$ cat config.mk
export PLATFORM = sky130hd
export DESIGN_NAME = ysyx_25040111_arb
export DESIGN_NICKNAME = d
export VERILOG_FILES = /design/src/rtl/ysyx_25040111_arb.sv
export SDC_FILE = /design/constraint.sdc
export NUM_CORES = 1
export LEC_CHECK = 0
export CORE_UTILIZATION = 43
export DETAILED_ROUTE_END_ITERATION = 16
export GPL_ROUTABILITY_DRIVEN = 0
export GPL_TIMING_DRIVEN = 0
export PLACE_DENSITY = 0.86
export SYNTH_ARGS = -nofsm -noshare
export SYNTH_HDL_FRONTEND = slang
export SYNTH_SLANG_ARGS = --single-unit
$ cat constraint.sdc
create_clock -name clock -period 3.05 [get_ports clock]
set_input_delay 0.7625 -clock clock [delete_from_list [all_inputs] [get_ports clock]]
set_output_delay 0.7625 -clock clock [all_outputs]
set_load 0.005 [all_outputs]
$ cat src/rtl/ysyx_25040111_arb.sv
`default_nettype none
// ============================================================================
// ysyx_25040111_arb : IFU/LSU arbiter onto one memory port; tie-break is
// round-robin when YSYX_ARB_RR_EN is defined, LSU-first otherwise. Rev 1.0
// ============================================================================
module ysyx_25040111_arb (
  input  logic        clock,
  input  logic        reset,
  input  logic        ifu_valid,
  output logic        ifu_ready,
  input  logic [31:0] ifu_addr,
  output logic        ifu_rvalid,
  output logic [31:0] ifu_rdata,
  output logic        ifu_err,
  input  logic        lsu_valid,
  output logic        lsu_ready,
  input  logic        lsu_write,
  input  logic [31:0] lsu_addr,
  input  logic [31:0] lsu_wdata,
  input  logic [1:0]  lsu_mask,
  output logic        lsu_rvalid,
  output logic [31:0] lsu_rdata,
  output logic        lsu_err,
  output logic        mem_valid,
  input  logic        mem_ready,
  output logic        mem_write,
  output logic [31:0] mem_addr,
  output logic [31:0] mem_wdata,
  output logic [3:0]  mem_wstrb,
  input  logic        mem_rvalid,
  input  logic [31:0] mem_rdata,
  input  logic [1:0]  mem_resp
);

  localparam logic [1:0] c_st_idle  = 2'd0;
  localparam logic [1:0] c_st_issue = 2'd1;
  localparam logic [1:0] c_st_wait  = 2'd2;
  localparam logic [1:0] c_st_resp  = 2'd3;

  localparam logic c_own_ifu = 1'b0;
  localparam logic c_own_lsu = 1'b1;

  logic [1:0]  r_state;
  logic [1:0]  w_state_nxt;

  logic        r_owner;
  logic [31:0] r_addr;
  logic        r_write;
  logic [31:0] r_wdata;
  logic [1:0]  r_mask;
  logic [31:0] r_rdata;
  logic        r_err;

  logic        w_gnt_ifu;
  logic        w_gnt_lsu;
  logic        w_idle;
  logic        w_accept;
  logic        w_lsu_misalign;
  logic        w_ifu_misalign;
  logic        w_misaligned;
  logic        w_resp;
  logic [3:0]  w_strb_base;

`ifdef YSYX_ARB_RR_EN
  // Pointer 0 lets LSU win a tie, 1 lets IFU win; it flips to the other side on every grant.
  logic r_rr_ptr;

  always_comb begin
    w_gnt_lsu = lsu_valid & (~ifu_valid | ~r_rr_ptr);
    w_gnt_ifu = ifu_valid & ~w_gnt_lsu;
  end

  always_ff @(posedge clock) begin
    if (reset) begin
      r_rr_ptr <= 1'b0;
    end else if (w_accept) begin
      r_rr_ptr <= w_gnt_lsu;
    end
  end
`else
  always_comb begin
    w_gnt_lsu = lsu_valid;
    w_gnt_ifu = ifu_valid & ~lsu_valid;
  end
`endif

  always_comb begin
    w_idle         = (r_state == c_st_idle) & ~reset;
    w_accept       = w_idle & (w_gnt_lsu | w_gnt_ifu);
    w_lsu_misalign = ((lsu_mask == 2'b10) & lsu_addr[0]) |
                     ((lsu_mask == 2'b11) & (|lsu_addr[1:0]));
    w_ifu_misalign = |ifu_addr[1:0];
    w_misaligned   = w_gnt_lsu ? w_lsu_misalign : w_ifu_misalign;
  end

  // State register
  always_ff @(posedge clock) begin
    if (reset) begin
      r_state <= c_st_idle;
    end else begin
      r_state <= w_state_nxt;
    end
  end

  // Next-state logic; misaligned requests skip the memory entirely
  always_comb begin
    w_state_nxt = r_state;
    case (r_state)
      c_st_idle:  if (w_accept)   w_state_nxt = w_misaligned ? c_st_resp : c_st_issue;
      c_st_issue: if (mem_ready)  w_state_nxt = c_st_wait;
      c_st_wait:  if (mem_rvalid) w_state_nxt = c_st_resp;
      c_st_resp:                  w_state_nxt = c_st_idle;
      default:                    w_state_nxt = c_st_idle;
    endcase
  end

  // Request is captured once at grant and held until the response has been delivered
  always_ff @(posedge clock) begin
    if (reset) begin
      r_owner <= c_own_ifu;
      r_addr  <= 32'd0;
      r_write <= 1'b0;
      r_wdata <= 32'd0;
      r_mask  <= 2'b00;
      r_rdata <= 32'd0;
      r_err   <= 1'b0;
    end else if (w_accept) begin
      r_owner <= w_gnt_lsu ? c_own_lsu : c_own_ifu;
      r_addr  <= w_gnt_lsu ? lsu_addr : ifu_addr;
      r_write <= w_gnt_lsu & lsu_write;
      r_wdata <= w_gnt_lsu ? lsu_wdata : 32'd0;
      r_mask  <= w_gnt_lsu ? lsu_mask : 2'b11;
      r_rdata <= 32'd0;
      r_err   <= w_misaligned;
    end else if ((r_state == c_st_wait) && mem_rvalid) begin
      r_rdata <= mem_rdata;
      r_err   <= |mem_resp;
    end
  end

  // Output logic; everything is forced low while reset is asserted
  always_comb begin
    case (r_mask)
      2'b01:   w_strb_base = 4'b0001;
      2'b10:   w_strb_base = 4'b0011;
      2'b11:   w_strb_base = 4'b1111;
      default: w_strb_base = 4'b0000;
    endcase

    ifu_ready  = w_idle & w_gnt_ifu;
    lsu_ready  = w_idle & w_gnt_lsu;

    mem_valid  = (r_state == c_st_issue) & ~reset;
    mem_write  = mem_valid & r_write;
    mem_addr   = mem_valid ? r_addr : 32'd0;
    mem_wdata  = mem_valid ? (r_wdata << {r_addr[1:0], 3'b000}) : 32'd0;
    mem_wstrb  = mem_valid ? (w_strb_base << r_addr[1:0]) : 4'b0000;

    w_resp     = (r_state == c_st_resp) & ~reset;
    ifu_rvalid = w_resp & (r_owner == c_own_ifu);
    lsu_rvalid = w_resp & (r_owner == c_own_lsu);
    ifu_rdata  = ifu_rvalid ? r_rdata : 32'd0;
    ifu_err    = ifu_rvalid & r_err;
    lsu_rdata  = lsu_rvalid ? r_rdata : 32'd0;
    lsu_err    = lsu_rvalid & r_err;
  end

endmodule
`default_nettype wire
==> run summary, run 1 <==
Status - finished, final reports clean
CP bufs+invs - 3
Max-slew headroom - 66.2%
CP cell instances - buf_4, and3b_1, clkbuf_2, and2_1, clkdlybuf4s50_1
Netlist Area Pre-Place - 5370 um2
Core region area - 12100 um2
CTS Root Cell - clkbuf_16
Clk_lat worst skew - 340 ps
Final global-route overflow total - 0
Pre-CTS WS - -178 ps
Antenna diodes - 0
Die X - 114 um
DP Wirelength - 13000 um
VDD IR max - 0.381 mV
CTS H-tree depth - 3
Fin area - 8740 um2
First-pass GRT wire length - 25800 um
Post-synth ARST share - 0%
Post-synth top area share - 38.4%
Worst Slack Setup Final - 69.6 ps
Sequential area share after synthesis - 38.4%
Inserted Clock Buffers - 9
# nets final - 1053
CTS tree - yes
Delay-heaviest family, CP - buffers and inverters
Synthesized area per cell - 8.67 um2
Initial antenna violation count - 0
Synth Warn # - 0
DRT iter0 DRCs - 393
Clk buf depth - 2
Vias in the first global route - 5018
DRT Pass-1 Iters - 5
Vias per Instance - 5.04
P_leak - 3.54 nW
Routed WL per cell - 15.5 um
Mapped Cells - 620
Num ports - 279
Clock sink total - 103
CP max FO - 10
GR Util All Layers - 25.3%
Area post-placement - 8360 um2
Ys flop type - dfxtp_1
Setup crit end kind - output port
DRC Markers - 0
Worst setup SP type - primary input
Via Count - 5453
Synthesized flop and latch total - 103
Largest area contributor in the synthesized netlist - dfxtp_1
Max Transition Viols Final - 0
Top cells by area, synth - dfxtp_1 (38%), and2_1 (13%), mux2i_1 (9.3%)
EDFF count, synth - 0
Syn-to-layout area delta - 62.6%
Die height - 114 um
Critical path arrival - 2220 ps
RSZ-0062 raised after global routing - false
Max_cap viols - 0
Cts hold-fix bufs - 0
Final setup viols - 0
Max Freq - 0.336 GHz
Largest net degree at the start of global routing - 20
FP Rows - 40
Post-route minimum period - 2980 ps
Worst-path clk slew - 60 ps
Final ANT Viol Nets - 0
Kind of critical path - in -> out
Crit path required time - 2290 ps
CP max stage delay - 510 ps
Hold crit path type - reg -> reg
Starting density of the core - 44.4%
Slew @ Worst Pin - 507 ps
DIE AREA - 12900 um2
Critical-path top delay cell - clkdlybuf4s50_1
Pwr dens - 525 nW/um2
Final Hold Viols - 0
Port bufs - 277
Drt total wl - 16700 um
Syn nets - 764
Proportion of layout cells with a drive suffix above 1 - 10.6%
Clock skew - 8.63 ps
Final period util - 97.7%
Post-synthesis cell type count - 37
## power breakdown
group          internal, mW  switching (mW)  leakage (nW)
Combinational         0.816           0.899          2.57
Sequential             1.60           0.181         0.843
Clock                 0.582           0.511         0.132
Total                  3.00            1.59          3.54
## cells in the final DEF (no fill, tap or decap), types with 9 or more instances in the layout
cell / n
nor2b_1: 10
and2_1: 108
dfxtp_1: 103
dlymetal6s2s_1: 15
buf_2: 18
clkbuf_16: 9
clkdlybuf4s50_1: 262
a21oi_1: 16
a22o_1: 33
clkbuf_1: 13
nor2_1: 68
mux2i_1: 50
nand2_1: 68
a211oi_1: 49
a21oi_2: 30
## cells by family after synthesis
group	after synthesis	synth area share [%]
AOI/OAI and AO/OA	138	20.2
muxes	50	9.31
and+or+nand+nor	266	25.3
adders and majority gates	5	1.16
buffers and inverters	58	5.66
DFF	103	38.4
## cell type report
cell class              count  area [um2]
inverters                   5        28.8
repair buffers            279        2830
fillers                   981        3370
plain buffers              51         300
clock buffers              11         243
flip-flops and latches    103        2060
well taps                 168         210
multi-input cells         460        3030
clock inverters             5        41.3
## cell usage after synthesis, drive strengths merged (2+ instances only)
master / instances
a211oi: 49
a21oi: 46
a22o: 33
and2: 108
and3b: 2
buf: 30
clkbuf: 23
dfxtp: 103
ha: 5
inv: 5
mux2i: 50
nand2: 68
nand2b: 2
nor2: 70
nor2b: 11
nor3: 2
o21a: 2
o22ai: 3
## state kept, by name, indices dropped and copies added, names as in the netlist
| register | cells |
|---|---|
| r_err | 1 |
| r_state | 2 |
| r_wdata | 32 |
| r_addr | 32 |
| r_rdata | 32 |
| r_mask | 2 |
| r_write | 1 |
| r_owner | 1 |
## worst register-to-register path, delay by kind of cell (launching register included)
kind / cells / cell delay (ps)
adders and majority gates: 1 / 270
buffers and inverters: 2 / 390
AOI/OAI and AO/OA: 2 / 310
DFF: 1 / 380
and+or+nand+nor: 2 / 370
## routing by layer
metal | GRT usage [%] | vias to the layer above | share of wire, %
li1 | - | 2695 | -
met5 | 0 | - | 0
met4 | 7.88 | 0 | 2.1
met2 | 43.7 | 234 | 49
met3 | 5.95 | 35 | 7.6
met1 | 31.1 | 2489 | 41
## through the flow
| step | util [%] | instances | total power, mW | hold slack [ps] | TNS [ps] |
|---|---|---|---|---|---|
| 2_1_floorplan | - | 620 | 2.84 | 434 | 0 |
| 3_3_place_gp | 69.0 | 1065 | 3.44 | 448 | -3590 |
| 3_5_place_dp | 69.0 | 1065 | 3.48 | 449 | -3770 |
| 4_1_cts | 71.4 | 1080 | 4.58 | 471 | -1300 |
| 5_1_grt | 72.1 | 1082 | 4.86 | 486 | 0 |
| 6_report | 72.1 | 1082 | 4.59 | 468 | 0 |
## final timing paths
kind / start / endpoint / slack (ps) / cells after the start
hold / removal: r_wdata[24] / r_wdata[24] / 470 / 1
setup / recovery: reset / lsu_rdata[21] / 70 / 5
setup reg to reg: r_state[0] / r_wdata[5] / 1280 / 7
hold reg to reg: r_wdata[24] / r_wdata[24] / 470 / 1
## repair_timing
item,CTS,global route
resized for setup,6,39
pin swaps,2,1
setup endpoints to repair,71,82
cloned,1,0
buffers inserted,0,2
(Power assumes the default switching activity.)
==> inputs of run 2 (changes only) <==
- CELL_PAD_IN_SITES_DETAIL_PLACEMENT: unset -> 2
- CELL_PAD_IN_SITES_GLOBAL_PLACEMENT: unset -> 2
- CORE_UTILIZATION: 43 -> 23
- PLACE_DENSITY: 0.86 -> unset
- PLACE_DENSITY_LB_ADDON: unset -> 0.1
==> run 2 against run 1 <==
Net effect: count of clock-buffer cells in the layout shrank 2; non-clock buffer count increased by 4; flip-flop and latch count is the same; register-to-register slack worse by 50 ps; clock skew decreased by 2.9 ps; first-iteration DRC count fell by 69%; clock power increased by 19%; worst setup slack lost 2.1 ps; die area rose by 85%; cell area is 2.7% higher; combinational power increased by 7%; hold slack better by 0.54 ps; largest power group is now combinational logic.
==> run summary, run 2 (same netlist as run 1, synthesis figures left out) <==
Largest registers - r_addr (32), r_rdata (32), r_wdata (32) (unchanged)
Reg2reg setup slack - 1230 ps (was 1280 ps)
Slew @ Worst Pin - 564 ps (was 507 ps)
Core region area - 22800 um2 (was 12100 um2)
CTS tree - yes (unchanged)
Die height - 155 um (was 114 um)
P_leak - 3.32 nW (was 3.54 nW)
FP Rows - 55 (was 40)
Worst Min Path Start - r_wdata[31] (was r_wdata[24])
FF-to-FF End - r_rdata[25] (was r_wdata[5])
GR Util All Layers - 18.6% (was 25.3%)
Post-route minimum period - 2980 ps (about the same)
# nets final - 1057 (was 1053)
Via Count - 5610 (was 5453)
Clk_lat worst skew - 350 ps (was 340 ps)
Clock skew - 5.74 ps (was 8.63 ps)
Commonest non-fill, non-tap cell in the layout - clkdlybuf4s50_1 (unchanged)
CP max FO - 9 (was 10)
Final ANT Viol Nets - 0 (unchanged)
Commonest non-fill, non-tap cells in the layout - clkdlybuf4s50_1 (275), and2_1 (107), dfxtp_1 (101) (was clkdlybuf4s50_1 (262), and2_1 (108), dfxtp_1 (103))
Inserted Clock Buffers - 9 (unchanged)
Final global-route overflow total - 0 (unchanged)
Fin area - 8970 um2 (was 8740 um2)
DP Wirelength - 17400 um (was 13000 um)
Status - finished, final reports clean (unchanged)
Syn-to-layout area delta - 67.0% (was 62.6%)
GR Util met3 - 5.79% (was 5.95%)
Pre-CTS WS - -314 ps (was -178 ps)
Int Pwr - 3.24 mW (was 3.00 mW)
Clock network fraction of total power - 26.4% (was 23.8%)
CTS H-tree depth - 3 (unchanged)
Grt peak-use layer - met2 (unchanged)
Vias per Instance - 4.57 (was 5.04)
Switching power - 1.70 mW (was 1.59 mW)
Final Hold Viols - 0 (unchanged)
Setup crit end kind - output port (unchanged)
Die X - 155 um (was 114 um)
DIE AREA - 24000 um2 (was 12900 um2)
Clk buf depth - 2 (unchanged)
Proportion of layout cells with a drive suffix above 1 - 11.5% (was 10.6%)
Antenna diodes - 0 (unchanged)
Worst Slack Setup Final - 67.5 ps (was 69.6 ps)
DRT Pass-1 Iters - 4 (was 5)
Clock sink total - 103 (unchanged)
Pwr dens - 549 nW/um2 (was 525 nW/um2)
Largest net degree at the start of global routing - 20 (unchanged)
DRC Markers - 0 (unchanged)
Crit path required time - 2290 ps (about the same)
Placed Cells - 1210 (was 1065)
Part of the power in registers - 36.2% (was 38.8%)
Worst setup SP type - primary input (unchanged)
Met1 global-route usage - 21.6% (was 31.1%)
Max-slew headroom - 62.4% (was 66.2%)
DRT iter0 DRCs - 123 (was 393)
Hold crit path type - reg -> reg (unchanged)
Max_cap viols - 0 (unchanged)
First-pass GRT wire length - 34300 um (was 25800 um)
Area post-placement - 8540 um2 (was 8360 um2)
Worst-path clk slew - 70 ps (was 60 ps)
M2 GR Usage - 33.3% (was 43.7%)
Final setup viols - 0 (unchanged)
Num ports - 279 (unchanged)
Hold endpoint - r_wdata[31] (was r_wdata[24])
Hold path cells - 1 (unchanged)
CTS Root Cell - clkbuf_16 (unchanged)
VDD IR max - 0.274 mV (was 0.381 mV)
Routed WL per cell - 18.1 um (was 15.5 um)
RSZ-0062 raised after global routing - false (unchanged)
Filler Cells Inserted - 2478 (was 981)
Kind of critical path - in -> out (unchanged)
Port bufs - 277 (unchanged)
Vias in the first global route - 6199 (was 5018)
Switching share of total power - 34.4% (was 34.7%)
Final Non-Filler Cells - 1228 (was 1082)
Combinational share of power - 37.4% (about the same)
Critical path arrival - 2220 ps (about the same)
R2R cell count - 7 (unchanged)
Reg2reg start - r_state[0] (unchanged)
Initial antenna violation count - 0 (unchanged)
Final period util - 97.8% (was 97.7%)
Drt total wl - 22200 um (was 16700 um)
Max Transition Viols Final - 0 (unchanged)
Starting density of the core - 23.6% (was 44.4%)
Max Freq - 0.335 GHz (was 0.336 GHz)
==> run 2: final cells by class <==
type | instances | area (um2) | share of cell area (%)
plain buffers | 50 | 299 | 3.33
flip-flops and latches | 103 | 2060 | 23.0
multi-input cells | 460 | 3040 | 33.9
clock inverters | 4 | 97.6 | 1.09
inverters | 5 | 31.3 | 0.349
clock buffers | 9 | 225 | 2.51
repair buffers | 284 | 2830 | 31.5
well taps | 313 | 392 | 4.36
==> run 2: worst max-delay path: stages <==
cell and delay [ps]:
buf_4 160, nand2b_4 190, inv_8 80, nand2b_1 60, buf_6 150, nor2_8 170
and2_1 160, clkdlybuf4s50_1 490
==> run 2: how the worst max path moves through the flow <==
stage / from / end / cells after the start
floorplan: reset / mem_wdata[0] / 8
global placement: reset / mem_wstrb[0] / 9
detailed placement: reset / ifu_rdata[13] / 5
CTS: r_addr[0] / mem_wstrb[3] / 5
global route: reset / mem_wdata[5] / 8
finish: reset / mem_wdata[6] / 8
==> run 2: per-stage QoR <==
stage | hold WS, ps | power (mW) | TNS [ps] | utilization (%)
2_1_floorplan | 434 | 2.84 | 0 | -
3_3_place_gp | 453 | 3.52 | -13170 | 37.5
3_5_place_dp | 452 | 3.61 | -16500 | 37.5
4_1_cts | 475 | 4.99 | 0 | 39.2
5_1_grt | 488 | 5.25 | 0 | 39.4
6_report | 469 | 4.93 | 0 | 39.4
==> run 2: per-layer routing <==
layer | wire length [um] | vias up
met5 | 0 | -
met3 | 1420 | 17
met2 | 11100 | 171
li1 | - | 2694
met4 | 279 | 0
met1 | 9370 | 2728
==> run 2: power groups by stage <==
stage,combinational [mW],clock [mW],sequential [mW]
2_1_floorplan,1.09,0,1.74
3_3_place_gp,1.73,0,1.79
3_5_place_dp,1.80,0,1.81
4_1_cts,1.86,1.35,1.78
5_1_grt,2.02,1.41,1.82
6_report,1.84,1.30,1.78
==> run 2: timing repair <==
item,4_1_cts,5_1_grt
cloned,1,0
pin swaps,1,1
gates resized for setup,16,24
buffers inserted,7,0
setup endpoints to repair,119,75
hold buffers,0,0
==> inputs of run 3 (changes only) <==
- CORE_UTILIZATION: 23 -> 37
- CTS_CLUSTER_DIAMETER: unset -> 80
- DONT_BUFFER_PORTS: unset -> 1
==> run 3 against run 2 <==
Net effect: global-route usage rose by 4.6 points; sequential power is essentially flat; non-clock buffer count shrank 281; critical path type is now reg -> out; critical endpoint is now mem_addr[18]; largest power group is now registers.
==> run summary, run 3 (same netlist as run 1, synthesis figures left out) <==
Worst Min Path Start - r_wdata[26] (was r_wdata[31])
Core Util, Final - 42.0% (was 39.4%)
Commonest non-fill, non-tap cell in the layout - and2_1 (was clkdlybuf4s50_1)
Total power - 4.36 mW (was 4.93 mW)
Hold endpoint - r_wdata[26] (was r_wdata[31])
Reg2reg start - r_state[0] (unchanged)
Port bufs - 0 (was 277)
Final global-route overflow total - 0 (unchanged)
Worst hold slack - 474 ps (was 469 ps)
DRC Markers - 0 (unchanged)
DIE AREA - 15000 um2 (was 24000 um2)
Cts hold-fix bufs - 0 (unchanged)
Area post-placement - 5600 um2 (was 8540 um2)
Worst Slack Setup Final - 237 ps (was 67.5 ps)
Status - finished, final reports clean (unchanged)
TNS Setup - 0 ps (unchanged)
Die height - 123 um (was 155 um)
Num ports - 279 (unchanged)
CP max FO - 10 (was 9)
Commonest non-fill, non-tap cells in the layout - and2_1 (108), dfxtp_1 (103), nor2_1 (68), nand2_1 (68), mux2i_1 (50) (was clkdlybuf4s50_1 (275), and2_1 (107), dfxtp_1 (101))
Pre-CTS WS - 249 ps (was -314 ps)
Vias per Instance - 5.56 (was 4.57)
Final Non-Filler Cells - 816 (was 1228)
Clock sink total - 103 (unchanged)
Starting density of the core - 38.3% (was 23.6%)
Crit path required time - 2290 ps (about the same)
VDD IR max - 0.290 mV (was 0.274 mV)
Hold crit path type - reg -> reg (unchanged)
Largest net degree at the start of global routing - 16 (was 20)
Via Count - 4533 (was 5610)
Critical path arrival - 2050 ps (was 2220 ps)
Kind of critical path - reg -> out (was in -> out)
Clk buf depth - 2 (unchanged)
Final setup viols - 0 (unchanged)
First-pass GRT wire length - 26500 um (was 34300 um)
P_leak - 2.23 nW (was 3.32 nW)
FP Rows - 43 (was 55)
Max Transition Viols Final - 0 (unchanged)
Slew @ Worst Pin - 559 ps (was 564 ps)
DRT Pass-1 Iters - 4 (unchanged)
Post-route minimum period - 2810 ps (was 2980 ps)
Postcts setup bufs - 0 (was 7)
Die X - 123 um (was 155 um)
Storage element area - 2060 um2 (about the same)
CTS Root Cell - clkbuf_16 (unchanged)
Placed Cells - 800 (was 1210)
Hold path cells - 1 (unchanged)
Max Freq - 0.356 GHz (was 0.335 GHz)
Setup crit end kind - output port (unchanged)
# nets final - 775 (was 1057)
GR Util All Layers - 23.2% (was 18.6%)
Final ANT Viol Nets - 0 (unchanged)
DRT iter0 DRCs - 132 (was 123)
Worst-path clk slew - 70 ps (about the same)
CTS H-tree depth - 3 (unchanged)
Largest registers - r_addr (32), r_rdata (32), r_wdata (32) (unchanged)
Worst setup SP type - flip-flop (was primary input)
RSZ-0062 raised after global routing - false (unchanged)
Area used by multi-input combinational logic - 3010 um2 (was 3040 um2)
Fin area - 5900 um2 (was 8970 um2)
Reg2reg setup slack - 1130 ps (was 1230 ps)
Post-cts resize count - 0 (was 16)
Clock skew - 5.51 ps (was 5.74 ps)
Core region area - 14000 um2 (was 22800 um2)
Pwr dens - 739 nW/um2 (was 549 nW/um2)
Antenna diodes - 0 (unchanged)
Syn-to-layout area delta - 9.71% (was 67.0%)
Routed WL per cell - 21.4 um (was 18.1 um)
Inserted Clock Buffers - 9 (unchanged)
Final period util - 92.2% (was 97.8%)
FF-to-FF End - r_wdata[15] (was r_rdata[25])
Vias in the first global route - 4810 (was 6199)
Proportion of layout cells with a drive suffix above 1 - 13.4% (was 11.5%)
Max-slew headroom - 62.7% (was 62.4%)
Clk_lat worst skew - 350 ps (about the same)
CTS tree - yes (unchanged)
Filler Cells Inserted - 1607 (was 2478)
Final Hold Viols - 0 (unchanged)
Initial antenna violation count - 0 (unchanged)
Max_cap viols - 0 (unchanged)
Drt total wl - 17500 um (was 22200 um)
DP Wirelength - 13600 um (was 17400 um)
R2R cell count - 7 (unchanged)
## run 3: cell types whose count changed in the layout (fill, tap and decap cells not counted), sizes merged
cell | before | now
clkbuf | 34 | 37
dlymetal6s2s | 1 | 0
clkdlybuf4s50 | 275 | 0
inv | 4 | 5
buf | 32 | 30
bufinv | 3 | 0
nor2 | 71 | 70
dlygate4sd2 | 1 | 0
## run 3: per-layer routing
layer  vias up  global-route usage (%)  wire length (um)  part of all wire (%)
met5         -                       0                 0                     0
met4         0                    6.02               223                   1.3
met3        12                    7.76              1430                   8.2
met2       179                    42.4              9090                    52
met1      2214                    25.4              6750                    39
li1       2128                       -                 -                     -
## run 3: how the worst max path moves through the flow
stage	from	endpoint	slack [ps]	cells past startpoint
final	r_state[1]	mem_addr[18]	240	7
after CTS	r_state[1]	mem_addr[18]	170	7
after detailed placement	reset	mem_addr[18]	250	6
after global routing	r_state[1]	mem_addr[18]	130	7
after global placement	reset	mem_wstrb[0]	300	8
after floorplan	reset	mem_wdata[0]	600	8
## run 3: cell type report
cell class / instances / share of cell area, %
multi-input cells: 459 / 51.0
flip-flops and latches: 103 / 35.0
plain buffers: 53 / 4.84
clock buffers: 14 / 4.82
well taps: 180 / 3.82
inverters: 5 / 0.318
clock inverters: 2 / 0.212
## run 3: critical path, cell delays in order (launching register included)
cell and delay (ps):
dfxtp_1 350, inv_1 110, ha_1 240, nand2b_4 60
buf_6 140, inv_2 170, clkbuf_1 380, and2_1 250
## run 3: where the power goes
group,internal (mW),switching (mW)
registers,1.60,0.184
logic,0.534,0.895
clock network,0.643,0.502
total,2.78,1.58
